### config.mk
export PLATFORM = sky130hd
export DESIGN_NAME = apb_cmd_master
export DESIGN_NICKNAME = d
export VERILOG_FILES = /design/src/rtl/apb_cmd_master.sv
export SDC_FILE = /design/constraint.sdc
export NUM_CORES = 1
export LEC_CHECK = 0
export BUFFER_PORTS_ARGS = -buffer_cell sky130_fd_sc_hd__buf_2
export CAP_MARGIN = 25
export CORE_ASPECT_RATIO = 2
export CORE_UTILIZATION = 36
export DETAILED_ROUTE_END_ITERATION = 10
export PLACE_DENSITY = 0.6
export SETUP_SLACK_MARGIN = 0.1
export SKIP_CTS_REPAIR_TIMING = 1
export SLEW_MARGIN = 20
export SYNTH_ARGS = -nofsm -noshare
export SYNTH_HDL_FRONTEND = slang
export SYNTH_SLANG_ARGS = --single-unit
export TNS_END_PERCENT = 30
### constraint.sdc
create_clock -name clk -period 2.8 [get_ports clk]
set_input_delay 0.14 -clock clk [delete_from_list [all_inputs] [get_ports clk]]
set_output_delay 0.14 -clock clk [all_outputs]
set_load 0.02 [all_outputs]
### src/rtl/apb_cmd_master.sv
// apb_cmd_master
//
// Turns a valid/ready command stream into APB3/APB4 transfers and returns
// exactly one response per command.
//
// Ports:
//   clk, rst            clock (posedge) and asynchronous active-high reset
//   cmd_valid/ready     command handshake; cmd_write, cmd_addr, cmd_wdata,
//                       cmd_strb carry the command
//   rsp_valid/ready     response handshake; rsp_rdata, rsp_err, rsp_timeout
//                       carry the result of the oldest finished command
//   busy                commands queued or a transfer in progress
//   paddr .. pstrb      APB request outputs (all registered)
//   prdata, pready,     APB completion inputs
//   pslverr
//
// Handshakes: a transfer on cmd_* or rsp_* happens on a rising clk edge
// where valid && ready are both high; valid holds its payload until then.

`timescale 1ns/1ps

module apb_cmd_master #(
    parameter int ADDR_W    = 12,
    parameter int DATA_W    = 32,
    parameter int CMD_DEPTH = 4,
    parameter int TIMEOUT   = 16,
    parameter int APB4      = 0
) (
    input  logic                  clk,
    input  logic                  rst,
    input  logic                  cmd_valid,
    output logic                  cmd_ready,
    input  logic                  cmd_write,
    input  logic [ADDR_W-1:0]     cmd_addr,
    input  logic [DATA_W-1:0]     cmd_wdata,
    input  logic [DATA_W/8-1:0]   cmd_strb,
    output logic                  rsp_valid,
    input  logic                  rsp_ready,
    output logic [DATA_W-1:0]     rsp_rdata,
    output logic                  rsp_err,
    output logic                  rsp_timeout,
    output logic                  busy,
    output logic [ADDR_W-1:0]     paddr,
    output logic                  psel,
    output logic                  penable,
    output logic                  pwrite,
    output logic [DATA_W-1:0]     pwdata,
    output logic [DATA_W/8-1:0]   pstrb,
    input  logic [DATA_W-1:0]     prdata,
    input  logic                  pready,
    input  logic                  pslverr
);

    localparam int STRB_W = DATA_W / 8;
    localparam int PTR_W  = $clog2(CMD_DEPTH);
    localparam int CNT_W  = PTR_W + 1;
    localparam int WAIT_W = (TIMEOUT > 0) ? $clog2(TIMEOUT + 1) : 1;

    localparam logic [CNT_W-1:0]  FULL_CNT   = CNT_W'(CMD_DEPTH);
    localparam logic [WAIT_W-1:0] WAIT_LIMIT = WAIT_W'(TIMEOUT);
    localparam logic [WAIT_W-1:0] WAIT_MAX   = '1;

    typedef enum logic [1:0] {
        S_IDLE   = 2'd0,
        S_SETUP  = 2'd1,
        S_ACCESS = 2'd2
    } state_t;

    state_t state_q, state_d;

    // Command FIFO storage is not reset: emptiness is tracked by count_q.
    logic              fifo_write_q [CMD_DEPTH];
    logic [ADDR_W-1:0] fifo_addr_q  [CMD_DEPTH];
    logic [DATA_W-1:0] fifo_wdata_q [CMD_DEPTH];
    logic [STRB_W-1:0] fifo_strb_q  [CMD_DEPTH];

    logic [PTR_W-1:0]  wr_ptr_q, wr_ptr_d;
    logic [PTR_W-1:0]  rd_ptr_q, rd_ptr_d;
    logic [CNT_W-1:0]  count_q, count_d;
    logic [WAIT_W-1:0] wait_q, wait_d;

    logic              psel_q, penable_q, pwrite_q;
    logic [ADDR_W-1:0] paddr_q;
    logic [DATA_W-1:0] pwdata_q;
    logic [STRB_W-1:0] pstrb_q;
    logic              rsp_valid_q, rsp_err_q, rsp_timeout_q;
    logic [DATA_W-1:0] rsp_rdata_q;

    logic push, pop, done, abort;

    // Full is judged from the registered count only, so a pop in the same
    // cycle never lets a push into a full FIFO.
    assign cmd_ready = (count_q != FULL_CNT);
    assign push      = cmd_valid && cmd_ready;
    assign busy      = (count_q != '0) || (state_q != S_IDLE);

    always_comb begin
        state_d = state_q;
        pop     = 1'b0;
        done    = 1'b0;
        abort   = 1'b0;
        case (state_q)
            S_IDLE: begin
                // Only start when the response slot is free (or freeing now).
                if ((count_q != '0) && (!rsp_valid_q || rsp_ready)) begin
                    pop     = 1'b1;
                    state_d = S_SETUP;
                end
            end
            S_SETUP: state_d = S_ACCESS;
            S_ACCESS: begin
                // pready wins over a timeout reached in the same cycle.
                if (pready) begin
                    done    = 1'b1;
                    state_d = S_IDLE;
                end else if ((TIMEOUT != 0) && (wait_q == WAIT_LIMIT)) begin
                    abort   = 1'b1;
                    state_d = S_IDLE;
                end
            end
            default: state_d = S_IDLE;
        endcase
    end

    always_comb begin
        wr_ptr_d = push ? wr_ptr_q + PTR_W'(1) : wr_ptr_q;
        rd_ptr_d = pop  ? rd_ptr_q + PTR_W'(1) : rd_ptr_q;
        count_d  = count_q + CNT_W'(push) - CNT_W'(pop);
    end

    // Wait counter: zero on the first ACCESS cycle, counts pready-low cycles.
    always_comb begin
        wait_d = wait_q;
        if (state_q == S_SETUP) begin
            wait_d = '0;
        end else if ((state_q == S_ACCESS) && !pready && (wait_q != WAIT_MAX)) begin
            wait_d = wait_q + WAIT_W'(1);
        end
    end

    always_ff @(posedge clk) begin
        if (push) begin
            fifo_write_q[wr_ptr_q] <= cmd_write;
            fifo_addr_q[wr_ptr_q]  <= cmd_addr;
            fifo_wdata_q[wr_ptr_q] <= cmd_wdata;
            fifo_strb_q[wr_ptr_q]  <= cmd_strb;
        end
    end

    always_ff @(posedge clk or posedge rst) begin
        if (rst) begin
            state_q  <= S_IDLE;
            wr_ptr_q <= '0;
            rd_ptr_q <= '0;
            count_q  <= '0;
            wait_q   <= '0;
        end else begin
            state_q  <= state_d;
            wr_ptr_q <= wr_ptr_d;
            rd_ptr_q <= rd_ptr_d;
            count_q  <= count_d;
            wait_q   <= wait_d;
        end
    end

    always_ff @(posedge clk or posedge rst) begin
        if (rst) begin
            psel_q        <= 1'b0;
            penable_q     <= 1'b0;
            pwrite_q      <= 1'b0;
            paddr_q       <= '0;
            pwdata_q      <= '0;
            pstrb_q       <= '0;
            rsp_valid_q   <= 1'b0;
            rsp_rdata_q   <= '0;
            rsp_err_q     <= 1'b0;
            rsp_timeout_q <= 1'b0;
        end else begin
            if (pop) begin
                psel_q    <= 1'b1;
                penable_q <= 1'b0;
                paddr_q   <= fifo_addr_q[rd_ptr_q];
                pwrite_q  <= fifo_write_q[rd_ptr_q];
                pwdata_q  <= fifo_wdata_q[rd_ptr_q];
                pstrb_q   <= ((APB4 != 0) && fifo_write_q[rd_ptr_q]) ? fifo_strb_q[rd_ptr_q] : '0;
            end else if (state_q == S_SETUP) begin
                penable_q <= 1'b1;
            end else if (done || abort) begin
                psel_q    <= 1'b0;
                penable_q <= 1'b0;
            end

            if (done) begin
                rsp_valid_q   <= 1'b1;
                rsp_err_q     <= pslverr;
                rsp_timeout_q <= 1'b0;
                rsp_rdata_q   <= pwrite_q ? '0 : prdata;
            end else if (abort) begin
                rsp_valid_q   <= 1'b1;
                rsp_err_q     <= 1'b1;
                rsp_timeout_q <= 1'b1;
                rsp_rdata_q   <= '0;
            end else if (rsp_valid_q && rsp_ready) begin
                rsp_valid_q   <= 1'b0;
            end
        end
    end

    assign paddr       = paddr_q;
    assign psel        = psel_q;
    assign penable     = penable_q;
    assign pwrite      = pwrite_q;
    assign pwdata      = pwdata_q;
    assign pstrb       = pstrb_q;
    assign rsp_valid   = rsp_valid_q;
    assign rsp_rdata   = rsp_rdata_q;
    assign rsp_err     = rsp_err_q;
    assign rsp_timeout = rsp_timeout_q;

endmodule

Word-level counts from Yosys, hierarchy flattened
Memories as Yosys holds them, arrays and structs flattened. A register that Yosys moved wholly into a read port is not among the register bits. Index checks and enable logic that the tools add are counted.

Register bits: 51. Memories: 3. Bits in writable memories: 180. Input port bits: 87. Word-level logic and storage cells: 76.

Memories: fifo_wdata_q (words 4, bits a word 32, rd ports 1, clocked after Yosys merged registers in 1, wr ports 1, RTL line 74) `logic [DATA_W-1:0] fifo_wdata_q [CMD_DEPTH];`; fifo_addr_q (words 4, bits a word 12, rd ports 1, clocked after Yosys merged registers in 1, wr ports 1, RTL line 73) `logic [ADDR_W-1:0] fifo_addr_q [CMD_DEPTH];`; fifo_write_q (words 4, bits a word 1, rd ports 1, clocked after Yosys merged registers in 1, wr ports 1, RTL line 72) `logic fifo_write_q [CMD_DEPTH];`.

Add/subtract/negate cells: 5. Multiplexer cells: 29. Eq/ne operators: 8. Reductions and logical operators: 20.

Operator list (number): $mux 32 (3); $mux 1 (20); $mux 5 (2); $reduce_bool 3->1 (3); $reduce_bool 2->1 (4); $mux 2 (3); $ne 3x3->1 const B (2); $pmux 2 s3 (1); $add 5x1->5 const B (1); $eq 5x5->1 const B (1); $logic_and 1x1->1 (5); $ne 5x5->1 const B (1); $add 2x1->2 const B (2); $ne 2x2->1 const B (2); $reduce_and 2->1 (2); $add 3x1->3 (1); $logic_or 1x1->1 (3); $sub 3x1->3 (1); $eq 2x1->1 const B (1); $eq 2x2->1 const B (1); $logic_not 1->1 (2); $logic_not 2->1 (1).

Logic depth before layout (Yosys ltp)
Gate-level depths: netlist of the first run.

Word-level depth: 8. Depth in mapped cells: 9. Depth with buffers taken out: 8.

Worst setup path after synthesis of the first run
OpenSTA, ideal clock, no wires.

Kind: flip-flop to flip-flop. Start: reg count_q[2]. End: mem fifo_addr_q[0][0] (enable). Library setup time: 407 ps. Required time: 2393 ps. Buffers on the path: 1. Stages on the path, launching flop included: 4. Arrival time: 2011 ps. Setup slack: 382 ps. Path through: dfrtp_1 -> or3b_1 -> clkbuf_1 -> and3_1.

Longest elaborated chain between the ends: 4.

Ends and longest elaborated chain: start, declared (RTL line 79) `logic [CNT_W-1:0] count_q, count_d;`; start signal, assigned (RTL line 161) `count_q <= count_d;`; $ne 3x3->1 (RTL line 93) `assign cmd_ready = (count_q != FULL_CNT);`; net cmd_ready (RTL line 32) `output logic cmd_ready,`; $logic_and 1x1->1 (RTL line 94) `assign push = cmd_valid && cmd_ready;`; $mux 1 (RTL line 142) `if (push) begin`; $mux 1; end, declared (RTL line 73).

The timed path passes the listed nets, and every way through them passes these cells.

Worst setup path in the final report of the first run
Start: reg count_q[1]. End: reg count_q[2].

Longest elaborated chain between the ends: 5.

Ends and longest elaborated chain: parallel branches: the longest is 4 deep, another holds $add 3x1->3; $sub 3x1->3 (*) (RTL line 128) `count_d = count_q + CNT_W'(push) - CNT_W'(pop);`; net count_d[2] (RTL line 79).

Mark *: on every way through the listed nets, which the timed path passes. A chain may end at the register's enable or synchronous reset.

==> results of run 1 <==
[per-layer routing]
metal	routed length (um)	GRT usage, %
met3	949	2.60
met2	12800	28.2
met1	8470	15.3
met5	0	0
met4	524	5.46
[how the worst max path moves through the flow]
stage,cells after the start,startpoint,to
after floorplan,1,rst,count_q[0]
after global placement,8,state_q[0],count_q[2]
after detailed placement,7,state_q[1],count_q[1]
after CTS,8,count_q[1],count_q[2]
after global routing,8,state_q[0],count_q[2]
final,8,count_q[1],count_q[2]
[power by group through the flow]
| stage | clock network [mW] | logic (mW) | registers (mW) |
|---|---|---|---|
| after floorplan | 0 | 3.17 | 6.68 |
| after global placement | 0 | 4.98 | 6.24 |
| final | 3.31 | 5.04 | 6.18 |
| after detailed placement | 0 | 5.07 | 6.28 |
| after global routing | 3.56 | 5.44 | 6.31 |
| after CTS | 3.43 | 5.07 | 6.21 |
[cell type report]
cell class | count | area share, %
flip-flops and latches | 276 | 57.3
repair buffers | 262 | 13.3
inverters | 44 | 1.23
clock buffers | 37 | 5.32
well taps | 364 | 3.34
multi-input cells | 225 | 19.0
clock inverters | 11 | 0.532
[cell families after synthesis]
group | count (synthesis) | synth area share [%]
AO/OA/AOI/OAI | 46 | 3.54
XOR/XNOR | 5 | 0.406
adder cells (fa/ha/maj) | 10 | 1.23
buffers and inverters | 80 | 3.69
flip-flops | 276 | 72.5
multiplexers | 91 | 15.3
other | 1 | 0.0348
AND/OR/NAND/NOR | 69 | 3.37
[worst min-delay path: stages]
cell and delay [ns]:
buf_2 0.07, nand2b_1 0.21, nand3_1 0.10
[placed cells by master (no fill, tap or decap), drive strengths merged, types with 2 or more instances in the layout]
cell type	synthesis	layout
buf	20	182
edfxtp	180	180
dfrtp	96	96
dlygate4sd3	0	80
mux2	46	46
mux4	45	45
inv	44	44
nand2	40	40
clkbuf	16	37
o32ai	32	32
ha	9	9
clkinv	0	9
and3	5	5
xnor2	4	4
conb	1	4
nand3	4	4
o21ai	3	3
nand2b	3	3
a2bb2oi	2	2
nor2	2	2
nand3b	2	2
nor4b	2	2
clkinvlp	0	2
or2	2	2
nor3b	2	2
[registers in the layout (all words and copies together) (netlist names), 3 cells and up]
register and flops:
paddr 12, count_q 3, rsp_rdata 32, fifo_wdata_q 128, fifo_addr_q 48, pwdata 32
fifo_write_q 4, wait_q 5
[stage by stage]
stage | hold WS (ns) | util (%)
after floorplan | 0.239 | -
after global placement | 0.310 | 40.8
after detailed placement | 0.318 | 40.8
after CTS | -0.279 | 43.5
after global routing | 0.0761 | 46.2
final | 0.0319 | 46.2
==> flow_summary.ini, run 1 <==
[min_path]
hold_path_class = in -> reg
holdPathStages = 3
holdPathEnd = rsp_valid
worstHoldStart = rsp_ready

[placed_design]
place_area_mm2 = 0.0120
gp_congestion = 0.715
portBuffers = 166
place_inst = 1091
hpwlAfterDp_um = 13500
place_ws_ns = 0.677

[logic_synthesis]
post-synth-top-count-cell = edfxtp_1
syn_inst = 578
synth_ff_type = edfxtp_1
synth_edf_count = 180
ys_types = 50
synth_top_cell_by_area = edfxtp_1
avgSynthCellArea_um2 = 18.6
yosys-top-cells-area = edfxtp_1, dfrtp_1, mux4_2, mux2_4, o32ai_1
async_reset_ff_share_pct = 34.8
yosysTopAreaCellShare_pct = 50.2
yosys_warnings = 0
synth_area_mm2 = 0.0108
synth_commonest_cells = edfxtp_1, dfrtp_1, mux4_2
ys_seq_area_share_pct = 72.5
synth-seq-cells = 276

[job]
drv_cap = 0

[floorplanning]
dieArea_mm2 = 0.0307
start_util_pct = 36.5
die_h_um = 247
core_area_mm2 = 0.0295
rows = 89
io_pins = 175
die_w_um = 124

[clocking]
clk_pin_slew_ns = 0.06
clock_path_buffers = 3
htree_num_levels = 1
cts-root-buf = clkbuf_16
cts.sinks = 276
cts_made_buffers = 26
worstSkewPairLatency_ns = 0.54
cts_tree = yes

[pwr]
switching_power_mw = 4.75
p_comb_share_pct = 34.7
internal_power_mw = 9.78
p_leak_nw = 5.47
power_density_mw_per_mm2 = 1070
irDropWorstVdd_uv = 633
power_frac_seq_pct = 42.5
p_total_mw = 14.5
switching_share_pct = 32.7
power.share.clock_pct = 22.8

[critical_path]
critPathMaxStageDelay_ns = 0.41
r2r_cells = 8
crit_type = reg -> reg
crit_fanout = 4
path_buf_inv = 2
worstPathArrival_ns = 2.54
cp.required_ns = 3.22
cpMaxStageDelayCell = dfrtp_1
reg2reg_slack_ns = 0.69
r2r_start = count_q[1]
cp_top_family = adder cells
path_cells = or3_4, nand3_4, inv_2, ha_1, inv_1, ha_1, fa_1, xnor2_1
r2r_end = count_q[2]
cp-end-kind = flip-flop
cp-start-kind = flip-flop
cpMostUsedCell = ha_1

[grt]
grtUsageTotal_pct = 14.5
antenna_found_initial = 0
grt_max_degree = 71
overflow = 0
grt_pass1_vias = 5959
grt_pass1_wl_um = 34100

[run_status]
status = finished clean

[timing]
fmax_mhz = 473
slew_headroom_pct = 53.5
fin_skew_ns = 0.0178
rsz0062_at_grt = no
fin_tns_setup_ns = 0
fin_crit_sh_pct = 75.5
finalHoldViolations = 0
finalWorstSetupSlack_ns = 0.686
drv_slew = 0
min_period_ns = 2.11
finalSetupViolations = 0
worst_slew_pin_slew_ns = 0.697

[drt]
drcViolationCount = 0
drtAntennaViolNets = 0
drtIter0Drc = 233
firstDrtPassIters = 4
routed-via-count = 5925
wl_per_cell_um = 18.6
post_drt_via_cell_ratio = 4.86
wl_um = 22700

[layout]
regArea_mm2 = 0.00781
diodes = 0
final_cells = 1219
final_layout_size_suffix_gt1_share_pct = 36.8
final_area_mm2 = 0.0136
fin_nets = 932
multi_input_area_mm2 = 0.00259
area_delta_synth_final_pct = 26.6
nFillCells = 2529
Power figures use the tool's default switching activity.
==> run 2, diff against run 1 <==
--- a/config.mk
+++ b/config.mk
@@ -10,7 +10,7 @@
 export CORE_ASPECT_RATIO = 2
 export CORE_UTILIZATION = 36
 export DETAILED_ROUTE_END_ITERATION = 10
-export PLACE_DENSITY = 0.6
+export PLACE_DENSITY = 0.58
 export SETUP_SLACK_MARGIN = 0.1
 export SKIP_CTS_REPAIR_TIMING = 1
 export SLEW_MARGIN = 20
==> constraint.sdc (replaced) <==
create_clock -name clk -period 2.2 [get_ports clk]
set_input_delay 0.11 -clock clk [delete_from_list [all_inputs] [get_ports clk]]
set_output_delay 0.11 -clock clk [all_outputs]
set_load 0.02 [all_outputs]
==> run 2 against run 1 <==
Register-to-register slack lost 0.53 ns. Design area is 2.6% higher. Sequential share of layout area fell by 1.5 points. Sequential power grew 26%. Via count up 0.57%. Maximum frequency up 3.6%. Core utilization increased by 1.2 points. Clock power grew 45%.
==> flow_summary.ini, run 2 (synthesis gave the netlist of run 1 again) <==
[grt]
antenna_found_initial = 0
overflow = 0
grt_pass1_wl_um = 34200
grt_pass1_vias = 6012
grt_max_degree = 71
grtUsageTotal_pct = 14.6

[timing]
rsz0062_at_grt = yes
fmax_mhz = 490
min_period_ns = 2.04
worst_slew_pin_slew_ns = 0.661
finalWorstSetupSlack_ns = 0.160
fin_crit_sh_pct = 92.7
finalSetupViolations = 0
finalHoldViolations = 0
slew_headroom_pct = 55.9
hold_ws_ns = 0.00325
fin_skew_ns = 0.0173
drv_slew = 0

[layout]
regMostFlops = fifo_wdata_q
fin_nets = 945
area_delta_synth_final_pct = 29.9
final_layout_size_suffix_gt1_share_pct = 38.6
reg_top3 = fifo_wdata_q x128, fifo_addr_q x48
final_cell_mix = edfxtp_1, buf_2, dfrtp_1
largest_reg_flops = 128
diodes = 0
final_common_cell = edfxtp_1

[clocking]
worstSkewPairLatency_ns = 0.54
cts_made_buffers = 26
cts-root-buf = clkbuf_16
clock_path_buffers = 3
clk_pin_slew_ns = 0.06
cts.sinks = 276
cts_tree = yes
htree_num_levels = 1

[placed_design]
place_ws_ns = 0.123
portBuffers = 166
hpwlAfterDp_um = 14200
gp_congestion = 0.714

[pwr]
power_density_mw_per_mm2 = 1390
p_total_mw = 19.4
p_leak_nw = 5.63
irDropWorstVdd_uv = 818

[floorplanning]
die_w_um = 124
start_util_pct = 36.5
core_area_mm2 = 0.0295
rows = 89
io_pins = 175
die_h_um = 247
dieArea_mm2 = 0.0307

[drt]
firstDrtPassIters = 4
post_drt_via_cell_ratio = 4.84
drtAntennaViolNets = 0
routed-via-count = 5959
wl_um = 22800
wl_per_cell_um = 18.5
drtIter0Drc = 252
drcViolationCount = 0

[critical_path]
crit_type = reg -> reg
crit_fanout = 4
cp-start-kind = flip-flop
worstPathArrival_ns = 2.50
cp.required_ns = 2.66
cp-end-kind = flip-flop

[run_status]
status = finished clean

[job]
drv_cap = 0

[min_path]
hold_path_class = in -> reg
## run 2: power breakdown
group          internal (mW)  total (mW)  leakage (nW)  switching [mW]
clock network           2.89        4.79         0.447            1.89
registers               7.10        7.76          2.83           0.669
logic                   3.31        6.83          2.35            3.52
## run 2: through the flow
| stage | util [%] | setup TNS [ns] | cells | cell area [um^2] |
|---|---|---|---|---|
| after global placement | 41.5 | 0 | 1101 | 12200 |
| after floorplan | - | -39.22 | 581 | 10800 |
| final | 47.4 | 0 | 1232 | 14000 |
| after detailed placement | 41.5 | 0 | 1101 | 12200 |
| after global routing | 47.4 | 0 | 1232 | 14000 |
| after CTS | 44.6 | 0 | 1149 | 13200 |
## run 2: metal layers
metal	wire [um]	share of wire (%)	up-vias	GRT usage, %
met4	420	1.8	0	4.96
met1	8620	38	3047	15.8
met5	0	0	-	0
met2	12900	57	147	28.3
met3	799	3.5	27	2.14
li1	-	-	2738	-
## run 2: area by class of cell
class / instances / area, um^2
inverter: 44 / 171
multi-input combinational: 225 / 2600
fill: 2503 / 15500
tap: 364 / 455
clock buffer: 32 / 673
timing repair buffer: 275 / 2040
clock inverter: 16 / 246
sequential: 276 / 7810
## run 2: path summary, 6_finish.rpt
kind / startpoint / endpoint / slack, ns / cells after the start
setup / recovery: count_q[1] / count_q[1] / 0.16 / 7
hold / removal: rsp_ready / rsp_valid / 0.003 / 3
setup reg to reg: count_q[1] / count_q[1] / 0.16 / 7
hold reg to reg: paddr[4] / paddr[4] / 0.49 / 1
max in group asynchronous: rst / state_q[0] / 1.37 / 4
min in group asynchronous: rst / rsp_rdata[23] / 0.20 / 3
## run 2: critical path: stages, from the launching register on
cell and delay, ns:
dfrtp_1 0.42, or3_4 0.41, nand3_4 0.10, inv_4 0.05, ha_1 0.27, inv_1 0.04
ha_2 0.17, fa_2 0.53
